==> src/rtl/xgmii_port_switch.sv <==
// N-port XGMII switch: fans the application TX stream out to an enable mask of ports and muxes
// one port's RX stream back, changing mask/select only at frame boundaries.
module xgmii_port_switch #(
  parameter int unsigned NPORTS = 4,
  parameter int unsigned SELW   = 2
) (
  input  logic                 xgmii_clk,
  input  logic                 sys_rst,
  input  logic [63:0]          app_txd,
  input  logic [7:0]           app_txc,
  input  logic [NPORTS-1:0]    tx_en_req,
  output logic [NPORTS*64-1:0] port_txd,
  output logic [NPORTS*8-1:0]  port_txc,
  input  logic [NPORTS*64-1:0] port_rxd,
  input  logic [NPORTS*8-1:0]  port_rxc,
  input  logic [NPORTS-1:0]    link_up,
  input  logic [SELW-1:0]      rx_sel_req,
  output logic [63:0]          app_rxd,
  output logic [7:0]           app_rxc,
  output logic [NPORTS-1:0]    tx_en_cur,
  output logic [SELW-1:0]      rx_sel_cur,
  output logic [31:0]          rx_frame_cnt,
  output logic [15:0]          rx_abort_cnt
);

  localparam logic [63:0] IdleD  = 64'h0707070707070707;
  localparam logic [7:0]  IdleC  = 8'hFF;
  localparam logic [63:0] AbortD = 64'h070707070707FDFE;

  typedef enum logic [0:0] {StSync, StPass} rx_st_e;

  // Bit 0: Start in lane 0, bit 1: Start in lane 4.
  function automatic logic [1:0] start_of(input logic [63:0] d, input logic [7:0] c);
    return {c[4] && (d[39:32] == 8'hFB), c[0] && (d[7:0] == 8'hFB)};
  endfunction

  function automatic logic has_term(input logic [63:0] d, input logic [7:0] c);
    logic r;
    r = 1'b0;
    for (int k = 0; k < 8; k++) begin
      if (c[k] && (d[8*k +: 8] == 8'hFD)) r = 1'b1;
    end
    return r;
  endfunction

  function automatic logic [2:0] term_lane(input logic [63:0] d, input logic [7:0] c);
    logic [2:0] r;
    r = 3'd0;
    for (int k = 7; k >= 0; k--) begin
      if (c[k] && (d[8*k +: 8] == 8'hFD)) r = 3'(k);
    end
    return r;
  endfunction

  function automatic logic next_in_frame(input logic cur, input logic [63:0] d,
                                         input logic [7:0] c);
    logic [1:0] s;
    logic       t;
    logic [2:0] slane;
    s     = start_of(d, c);
    t     = has_term(d, c);
    slane = s[0] ? 3'd0 : 3'd4;
    if ((s != 2'b00) && (!t || (term_lane(d, c) < slane))) return 1'b1;
    if (t) return 1'b0;
    return cur;
  endfunction

  // ---------------- TX fan-out ----------------
  logic                 tx_in_frame_q;
  logic [NPORTS-1:0]    tx_en_q;
  logic [NPORTS*64-1:0] port_txd_q;
  logic [NPORTS*8-1:0]  port_txc_q;
  logic                 tx_boundary;

  assign tx_boundary = !tx_in_frame_q && (start_of(app_txd, app_txc) == 2'b00);

  always_ff @(posedge xgmii_clk) begin
    if (sys_rst) begin
      tx_in_frame_q <= 1'b0;
      tx_en_q       <= '0;
      port_txd_q    <= {NPORTS{IdleD}};
      port_txc_q    <= {NPORTS{IdleC}};
    end else begin
      tx_in_frame_q <= next_in_frame(tx_in_frame_q, app_txd, app_txc);
      if (tx_boundary) tx_en_q <= tx_en_req;
      for (int unsigned i = 0; i < NPORTS; i++) begin
        port_txd_q[64*i +: 64] <= tx_en_q[i] ? app_txd : IdleD;
        port_txc_q[8*i +: 8]   <= tx_en_q[i] ? app_txc : IdleC;
      end
    end
  end

  // ---------------- RX mux ----------------
  rx_st_e          rx_state_q;
  logic [SELW-1:0] rx_sel_q;
  logic            rx_in_frame_q;
  logic [63:0]     app_rxd_q;
  logic [7:0]      app_rxc_q;
  logic [31:0]     rx_frame_cnt_q;
  logic [15:0]     rx_abort_cnt_q;

  logic [63:0] rx_d;
  logic [7:0]  rx_c;
  logic        rx_link;
  logic [1:0]  rx_start;
  logic        rx_term;
  logic [63:0] rx_mask_d;
  logic [7:0]  rx_mask_c;
  logic        rx_mask_term;
  logic        rx_sel_chg;

  always_comb begin
    rx_d    = '0;
    rx_c    = '0;
    rx_link = 1'b0;
    for (int unsigned i = 0; i < NPORTS; i++) begin
      if (rx_sel_q == SELW'(i)) begin
        rx_d    = port_rxd[64*i +: 64];
        rx_c    = port_rxc[8*i +: 8];
        rx_link = link_up[i];
      end
    end
  end

  // Lane-4 Start entered from SYNC: the preceding half-word belongs to no delivered frame.
  assign rx_mask_d    = {rx_d[63:32], IdleD[31:0]};
  assign rx_mask_c    = {rx_c[7:4], 4'hF};
  assign rx_start     = start_of(rx_d, rx_c);
  assign rx_term      = has_term(rx_d, rx_c);
  assign rx_mask_term = has_term(rx_mask_d, rx_mask_c);
  assign rx_sel_chg   = (32'(rx_sel_req) < NPORTS) && (rx_sel_req != rx_sel_q);

  always_ff @(posedge xgmii_clk) begin
    if (sys_rst) begin
      rx_state_q     <= StSync;
      rx_sel_q       <= '0;
      rx_in_frame_q  <= 1'b0;
      app_rxd_q      <= IdleD;
      app_rxc_q      <= IdleC;
      rx_frame_cnt_q <= '0;
      rx_abort_cnt_q <= '0;
    end else begin
      rx_in_frame_q  <= next_in_frame(rx_in_frame_q, rx_d, rx_c);
      app_rxd_q      <= IdleD;
      app_rxc_q      <= IdleC;
      rx_frame_cnt_q <= rx_frame_cnt_q;
      rx_abort_cnt_q <= rx_abort_cnt_q;
      unique case (rx_state_q)
        StSync: begin
          if (rx_sel_chg) begin
            rx_sel_q <= rx_sel_req;
          end else if (rx_link && rx_start[0]) begin
            app_rxd_q  <= rx_d;
            app_rxc_q  <= rx_c;
            rx_state_q <= StPass;
            if (rx_term) rx_frame_cnt_q <= rx_frame_cnt_q + 32'd1;
          end else if (rx_link && rx_start[1]) begin
            app_rxd_q  <= rx_mask_d;
            app_rxc_q  <= rx_mask_c;
            rx_state_q <= StPass;
            if (rx_mask_term) rx_frame_cnt_q <= rx_frame_cnt_q + 32'd1;
          end
        end
        StPass: begin
          if (!rx_link) begin
            rx_state_q <= StSync;
            if (rx_in_frame_q) begin
              app_rxd_q <= AbortD;
              if (rx_abort_cnt_q != 16'hFFFF) rx_abort_cnt_q <= rx_abort_cnt_q + 16'd1;
            end
          end else if (rx_sel_chg && !rx_in_frame_q && (rx_start == 2'b00)) begin
            rx_sel_q   <= rx_sel_req;
            rx_state_q <= StSync;
          end else begin
            app_rxd_q <= rx_d;
            app_rxc_q <= rx_c;
            if (rx_term) rx_frame_cnt_q <= rx_frame_cnt_q + 32'd1;
          end
        end
        default: rx_state_q <= StSync;
      endcase
    end
  end

  assign port_txd     = port_txd_q;
  assign port_txc     = port_txc_q;
  assign tx_en_cur    = tx_en_q;
  assign app_rxd      = app_rxd_q;
  assign app_rxc      = app_rxc_q;
  assign rx_sel_cur   = rx_sel_q;
  assign rx_frame_cnt = rx_frame_cnt_q;
  assign rx_abort_cnt = rx_abort_cnt_q;

endmodule

==> config.mk <==
export PLATFORM = sky130hd
export DESIGN_NAME = xgmii_port_switch
export DESIGN_NICKNAME = d
export VERILOG_FILES = /design/src/rtl/xgmii_port_switch.sv
export SDC_FILE = /design/constraint.sdc
export NUM_CORES = 1
export LEC_CHECK = 0
export BUFFER_PORTS_ARGS = -buffer_cell sky130_fd_sc_hd__buf_4
export CAP_MARGIN = 20
export CORE_AREA = 2 2 308 310
export CTS_CLUSTER_DIAMETER = 150
export CTS_CLUSTER_SIZE = 14
export DETAILED_ROUTE_END_ITERATION = 10
export DIE_AREA = 0 0 310 312
export PLACE_DENSITY = 0.39
export SYNTH_ARGS = -nofsm -noshare
export SYNTH_HDL_FRONTEND = slang
export SYNTH_SLANG_ARGS = --single-unit
export TNS_END_PERCENT = 20
==> constraint.sdc <==
create_clock -name xgmii_clk -period 4.1 [get_ports xgmii_clk]
set_input_delay 0.41 -clock xgmii_clk [delete_from_list [all_inputs] [get_ports xgmii_clk]]
set_output_delay 0.41 -clock xgmii_clk [all_outputs]
set_load 0.01 [all_outputs]
Word level (Yosys, flattened, before mapping)
Index checks and enable logic that the tools add are counted.
{"block": "totals", "regBits": 417, "in_bits": 372, "output_inout_bits": 414, "wordCells": 209}
{"block": "classes", "add_sub_neg": 2, "magnitude_cmp": 2, "n_eq_ne": 32, "mux": 103, "bitwise_logic": 6, "reduce_logical": 47}
{"cell": "64-bit 2-to-1 mux", "n": 9}
{"cell": "32-bit 2-to-1 mux", "n": 7}
{"cell": "8-bit equality test (second input constant)", "n": 20}
{"cell": "64-bit case mux with 2 select lines", "n": 1}
{"cell": "8-bit 2-to-1 mux", "n": 9}
{"cell": "32-bit case mux with 2 select lines", "n": 1}
{"cell": "3-bit 2-to-1 mux", "n": 20}
{"cell": "1-bit 2-to-1 mux", "n": 49}
{"cell": "32-bit by 1-bit adder with 32-bit output (second input constant)", "n": 1}
{"cell": "1-bit logical AND", "n": 27}
{"cell": "16-bit by 1-bit adder with 16-bit output (second input constant)", "n": 1}
{"cell": "16-bit 2-to-1 mux", "n": 1}
{"cell": "16-bit != test (second input constant)", "n": 1}
{"cell": "8-bit case mux with 2 select lines", "n": 1}
{"cell": "2-bit nonzero test", "n": 4}
{"cell": "2-bit OR reduction", "n": 4}
{"cell": "2-bit zero test", "n": 3}
{"cell": "3-bit less-than comparator", "n": 2}
{"cell": "2-bit 2-to-1 mux", "n": 3}
{"cell": "2-bit != test (second input constant)", "n": 3}
{"cell": "3-bit != test (second input constant)", "n": 2}
{"cell": "1-bit NOT", "n": 6}
{"cell": "5-bit AND reduction", "n": 1}
{"cell": "2-bit equality test (second input constant)", "n": 2}
{"cell": "other kinds (9)", "n": 14}

Logic depth before layout (Yosys ltp)
{"block": "logic_depth", "depth_word": 25, "ltp_mapped": 10, "ltp_nobuf": 7}

Worst setup path before layout
No wires, ideal clock.
{"block": "synth_timing", "kind": "register to register", "from": "reg rx_sel_q[0] (netlist: rx_sel_cur[0])", "to": "reg rx_frame_cnt_q[28] (netlist: rx_frame_cnt[28])", "setup_ps": 121, "t_arrival_ps": 2934, "required_ps": 3979, "slack_ps": 1045, "stages_incl_launch_ff": 10, "n_path_buf": 3, "period_less_slack_ps": 3055, "cell_sequence": "dfxtp_1 > buf_4 > mux4_2 > nand2b_1 > nor4_1 > nor3_1 > buf_2 > buf_2 > a2111oi_2 > mux2_2"}
{"block": "synth_between", "elab_chain_cells": 19, "word_cells_on_any_way": 66, "cone_classes": "eq/ne: 19; mux: 30; reduce/logical: 17"}
{"item": "from (decl)", "line": "95", "text": "logic [SELW-1:0] rx_sel_q;"}
{"item": "from (signal assigned)", "line": "151", "text": "rx_sel_q <= rx_sel_req;"}
{"item": "from (signal assigned)", "line": "172", "text": "rx_sel_q <= rx_sel_req;"}
{"item": "2-bit zero test", "line": "117", "text": "if (rx_sel_q == SELW'(i)) begin"}
{"item": "64-bit 2-to-1 mux (4 in series)", "line": "117"}
{"item": "8-bit equality test", "line": "41", "text": "if (c[k] && (d[8*k +: 8] == 8'hFD)) r = 1'b1;"}
{"item": "1-bit logical AND", "line": "41"}
{"item": "1-bit 2-to-1 mux (8 in series)", "line": "41"}
{"item": "32-bit 2-to-1 mux"}
{"item": "32-bit 2-to-1 mux, on equally long branches (2 in series)"}
{"item": "32-bit case mux with 2 select lines", "line": "148", "text": "unique case (rx_state_q)"}
{"item": "to (signal assigned)", "line": "146", "text": "rx_frame_cnt_q <= rx_frame_cnt_q;"}
{"item": "to (signal assigned)", "line": "156", "text": "if (rx_term) rx_frame_cnt_q <= rx_frame_cnt_q + 32'd1;"}
{"item": "to (signal assigned)", "line": "161", "text": "if (rx_mask_term) rx_frame_cnt_q <= rx_frame_cnt_q + 32'd1;"}
{"item": "to (decl)", "line": "99", "text": "logic [31:0] rx_frame_cnt_q;"}
Several ways; a longest one is shown, not always the timed one. The select of a mux whose other input is x is not followed.
A chain may end at the register's enable or synchronous reset.

Worst setup path after layout
{"block": "layout_timing", "from": "reg rx_sel_q[0] (netlist: rx_sel_cur[0])", "to": "reg rx_frame_cnt_q[31] (netlist: rx_frame_cnt[31])"}
Same word-level chain as after synthesis.

==> results.py <==
metrics = {
    "run_status": {
        "status": "finished, final reports clean",
    },
    "critical_path": {
        "crit_top_cell": "buf_12",
        "timing.rr.end": "rx_frame_cnt[31]$_SDFFE_PP0P_",
        "crit_type": "reg -> reg",
        "critPathArrivalTime_ns": 4.07,
        "ff2ff_path_depth": 8,
        "crit_fanout": 31,
        "rrSetupSlack_ns": 0.47,
        "cp_slowest_cell": "dfxtp_4",
        "timing.rr.start": "rx_sel_cur[0]$_SDFFE_PP0P_",
        "required_ns": 4.54,
        "worstSetupEndpointType": "register",
        "max_stage_delay_ns": 0.67,
        "crit_chain": "buf_12 -> mux4_2 -> nand4b_1 -> nor3_1 -> o41ai_4 -> buf_12 -> a2111oi_0 -> mux2_1",
        "cp-start-kind": "register",
    },
    "flow_run": {
        "drv_cap": 0,
    },
    "clock_network": {
        "cts-buffers-inserted": 35,
        "clock_tree.buffer_depth": 3,
        "postCtsSetupRepairBufs": 0,
        "cts_hold_buf": 0,
        "clkLatencyLatePin_ns": 0.57,
        "cts.reportedPaths.clkPinSlew_ns": 0.08,
        "htreeDepth": 2,
        "cts_resized": 0,
        "cts_tree": "done",
        "cts_root_buffer": "clkbuf_16",
        "clock_sinks": 417,
    },
    "floorplan": {
        "dieArea_mm2": 0.09672,
        "rows": 112,
        "fp.dieW_um": 310,
        "ioPinCount": 786,
        "core_area_mm2": 0.09305,
        "die_h_um": 312,
        "start_util_pct": 16.41,
    },
    "logic_synthesis": {
        "synthesis.nets": 1677,
        "synth_area_leaders": "dfxtp_1 (55%), mux4_2 (11%), and2_1 (7.9%)",
        "seq_area_frac_synth_pct": 54.66,
        "synthAdderAreaFrac_pct": 0.1638,
        "netlist.area_leader.share_pct": 54.66,
        "synth_area_leader_cell": "dfxtp_1",
        "synth_top_family_by_area": "simple AND/OR/NAND/NOR gates",
        "synth_edf_count": 0,
        "async_flop_share_pct": 0,
        "syn-instance-count": 1303,
        "synthSimpleGateAreaFrac_pct": 23.04,
        "synthXorXnorAreaFrac_pct": 0.7455,
        "netlist_area_mm2": 0.01527,
        "synth_mux_area_share_pct": 13.64,
        "synth_warnings": 0,
        "synth_seq_cells": 417,
        "synth_top_flop_cell": "dfxtp_1",
        "synth-compound-area-share_pct": 4.817,
        "synth_cell_types": 50,
        "syn_area_per_cell_um2": 11.72,
    },
    "min_path": {
        "hold_path_class": "in -> reg",
        "hold_depth": 2,
        "worstHoldStart": "app_txd[16]",
        "min_to": "port_txd[144]$_SDFF_PP1_",
    },
    "detailed_routing": {
        "antenna_left": 0,
        "drt-total-wl_um": 72530,
        "drt_iter0_drc": 565,
        "wire_per_inst_um": 21.72,
        "vias": 12780,
        "dr.pass1.iters": 4,
        "drc": 0,
        "viasPerCell": 3.828,
    },
    "grt": {
        "gr-usage-all-layers_pct": 14.26,
        "gr-total-overflow": 0,
        "antenna_found_initial": 14,
        "grt_pass1_vias": 13630,
        "grt_pass1_wl_um": 99970,
        "grt_max_degree": 73,
    },
    "placed_design": {
        "routabilityCongestion": 0.9808,
        "place_hpwl_um": 58340,
        "portBuffers": 785,
        "placed_cell_area_mm2": 0.02272,
    },
    "layout": {
        "design_area_mm2": 0.02368,
        "final_util_pct": 25.45,
        "drive_above_1_share_pct": 46.96,
        "area_growth_pct": 55.07,
        "final_nets": 2444,
    },
    "sta": {
        "setup_viol": 0,
        "fin_crit_ns": 3.629,
        "hold_viol": 0,
        "timing.hold.ws_ns": 0.06135,
        "fin_skew_ns": 0.02509,
        "fin_crit_sh_pct": 88.50,
        "fmax_mhz": 275.6,
        "relSlewSlack_pct": 37.21,
        "finalMaxSlewViolations": 0,
        "worstMarginPinSlew_ns": 0.9418,
        "rsz0062_at_grt": "false",
        "setup_tns_ns": 0,
    },
    "pwr": {
        "power_density_mw_per_mm2": 347.9,
        "power_leakage_uw": 0.009882,
        "max-vdd-ir-drop_mv": 0.1964,
    },
}
==> cell usage in the layout (no fill, tap or decap), drive strengths merged, types with 11 or more instances in the layout <==
cell type / Yosys / layout
nor2b: 36 / 36
nor2: 58 / 58
nor4: 20 / 20
nand2b: 157 / 157
a2111oi: 28 / 28
mux4: 73 / 73
diode: 0 / 11
nand4: 23 / 23
clkbuf: 52 / 38
buf: 27 / 809
xnor2: 12 / 12
nor3: 19 / 19
nand3: 26 / 26
inv: 15 / 16
nand2: 39 / 39
dfxtp: 417 / 417
mux2: 31 / 31
and2: 192 / 192
==> critical path: cells and delay by family (launching register included) <==
kind / cells / cell delay (ns)
and+or+nand+nor: 2 / 0.72
muxes: 2 / 0.91
DFF: 1 / 0.67
AOI/OAI and AO/OA: 2 / 0.65
buffers and inverters: 2 / 0.52
==> Yosys cell counts, types with 4 or more instances <==
cell type,number
mux2_1,29
or3_1,9
nor4b_1,4
nor4_1,18
nor2_1,58
nand2_1,39
dfxtp_1,417
nor3_1,16
a21oi_1,7
nand3_1,26
buf_2,12
nand4b_1,6
a21o_1,10
mux2i_1,9
buf_4,8
o21ai_0,6
inv_1,14
and2_1,192
mux4_2,73
xnor2_1,12
clkbuf_1,52
nor2b_1,36
nand4_1,23
a2111oi_2,25
nand2b_1,157
==> worst max-delay path by stage <==
stage	from	endpoint	slack (ns)	cells past startpoint
2_1_floorplan	rx_sel_cur[0]$_SDFFE_PP0P_	rx_frame_cnt[28]$_SDFFE_PP0P_	1.04	9
3_3_place_gp	rx_sel_cur[0]$_SDFFE_PP0P_	rx_frame_cnt[28]$_SDFFE_PP0P_	0.51	7
3_5_place_dp	rx_sel_cur[0]$_SDFFE_PP0P_	rx_frame_cnt[31]$_SDFFE_PP0P_	0.42	8
4_1_cts	rx_sel_cur[0]$_SDFFE_PP0P_	rx_frame_cnt[31]$_SDFFE_PP0P_	0.41	8
5_1_grt	rx_sel_cur[0]$_SDFFE_PP0P_	rx_frame_cnt[31]$_SDFFE_PP0P_	0.26	8
6_report	rx_sel_cur[0]$_SDFFE_PP0P_	rx_frame_cnt[31]$_SDFFE_PP0P_	0.47	8
==> power by group <==
| part | switching [uW] | internal [uW] | total [uW] |
|---|---|---|---|
| sequential | 34.1 | 4130 | 4160 |
| combinational | 426 | 522 | 948 |
| clock | 1560 | 1570 | 3130 |
| total | 2020 | 6220 | 8240 |
==> cell families after synthesis <==
| family | Yosys count |
|---|---|
| buf+inv | 94 |
| xor+xnor | 13 |
| mux | 113 |
| simple gates | 599 |
| flops | 417 |
| fa+ha+maj | 2 |
| compound gates | 65 |
==> state kept, by name (all words and copies together) (netlist names) <==
| signal | cells |
|---|---|
| port_txd | 256 |
| rx_state_q | 1 |
| tx_in_frame_q | 1 |
| rx_in_frame_q | 1 |
| rx_abort_cnt | 16 |
| app_rxc | 8 |
| rx_sel_cur | 2 |
| port_txc | 32 |
| app_rxd | 64 |
| tx_en_cur | 4 |
| rx_frame_cnt | 32 |
==> per-stage QoR <==
stage	setup WS, ns	cells	total power [uW]
3_3_place_gp	0.5067	3287	5221
2_1_floorplan	1.045	1303	4611
5_1_grt	0.2633	3337	8605
6_report	0.4713	3339	8239
3_5_place_dp	0.4154	3287	5226
4_1_cts	0.4141	3328	8414
==> final cells by class <==
type | instances | area, um^2
clock inverters | 3 | 30.03
multi-input cells | 792 | 6564
repair buffers | 809 | 6173
flip-flops and latches | 417 | 8356
diodes | 11 | 27.53
fillers | 10060 | 69370
clock buffers | 38 | 908.4
well taps | 1254 | 1569
inverters | 15 | 56.30
==> per-layer routing <==
metal	global-route usage (%)	vias to the layer above	wire, um
li1	-	5980	-
met1	13.51	6118	23950
met2	27.29	575	38930
met3	5.249	101	6972
met4	5.753	8	2623
met5	0	-	53
Note: power is estimated with default switching activity, not from simulation.
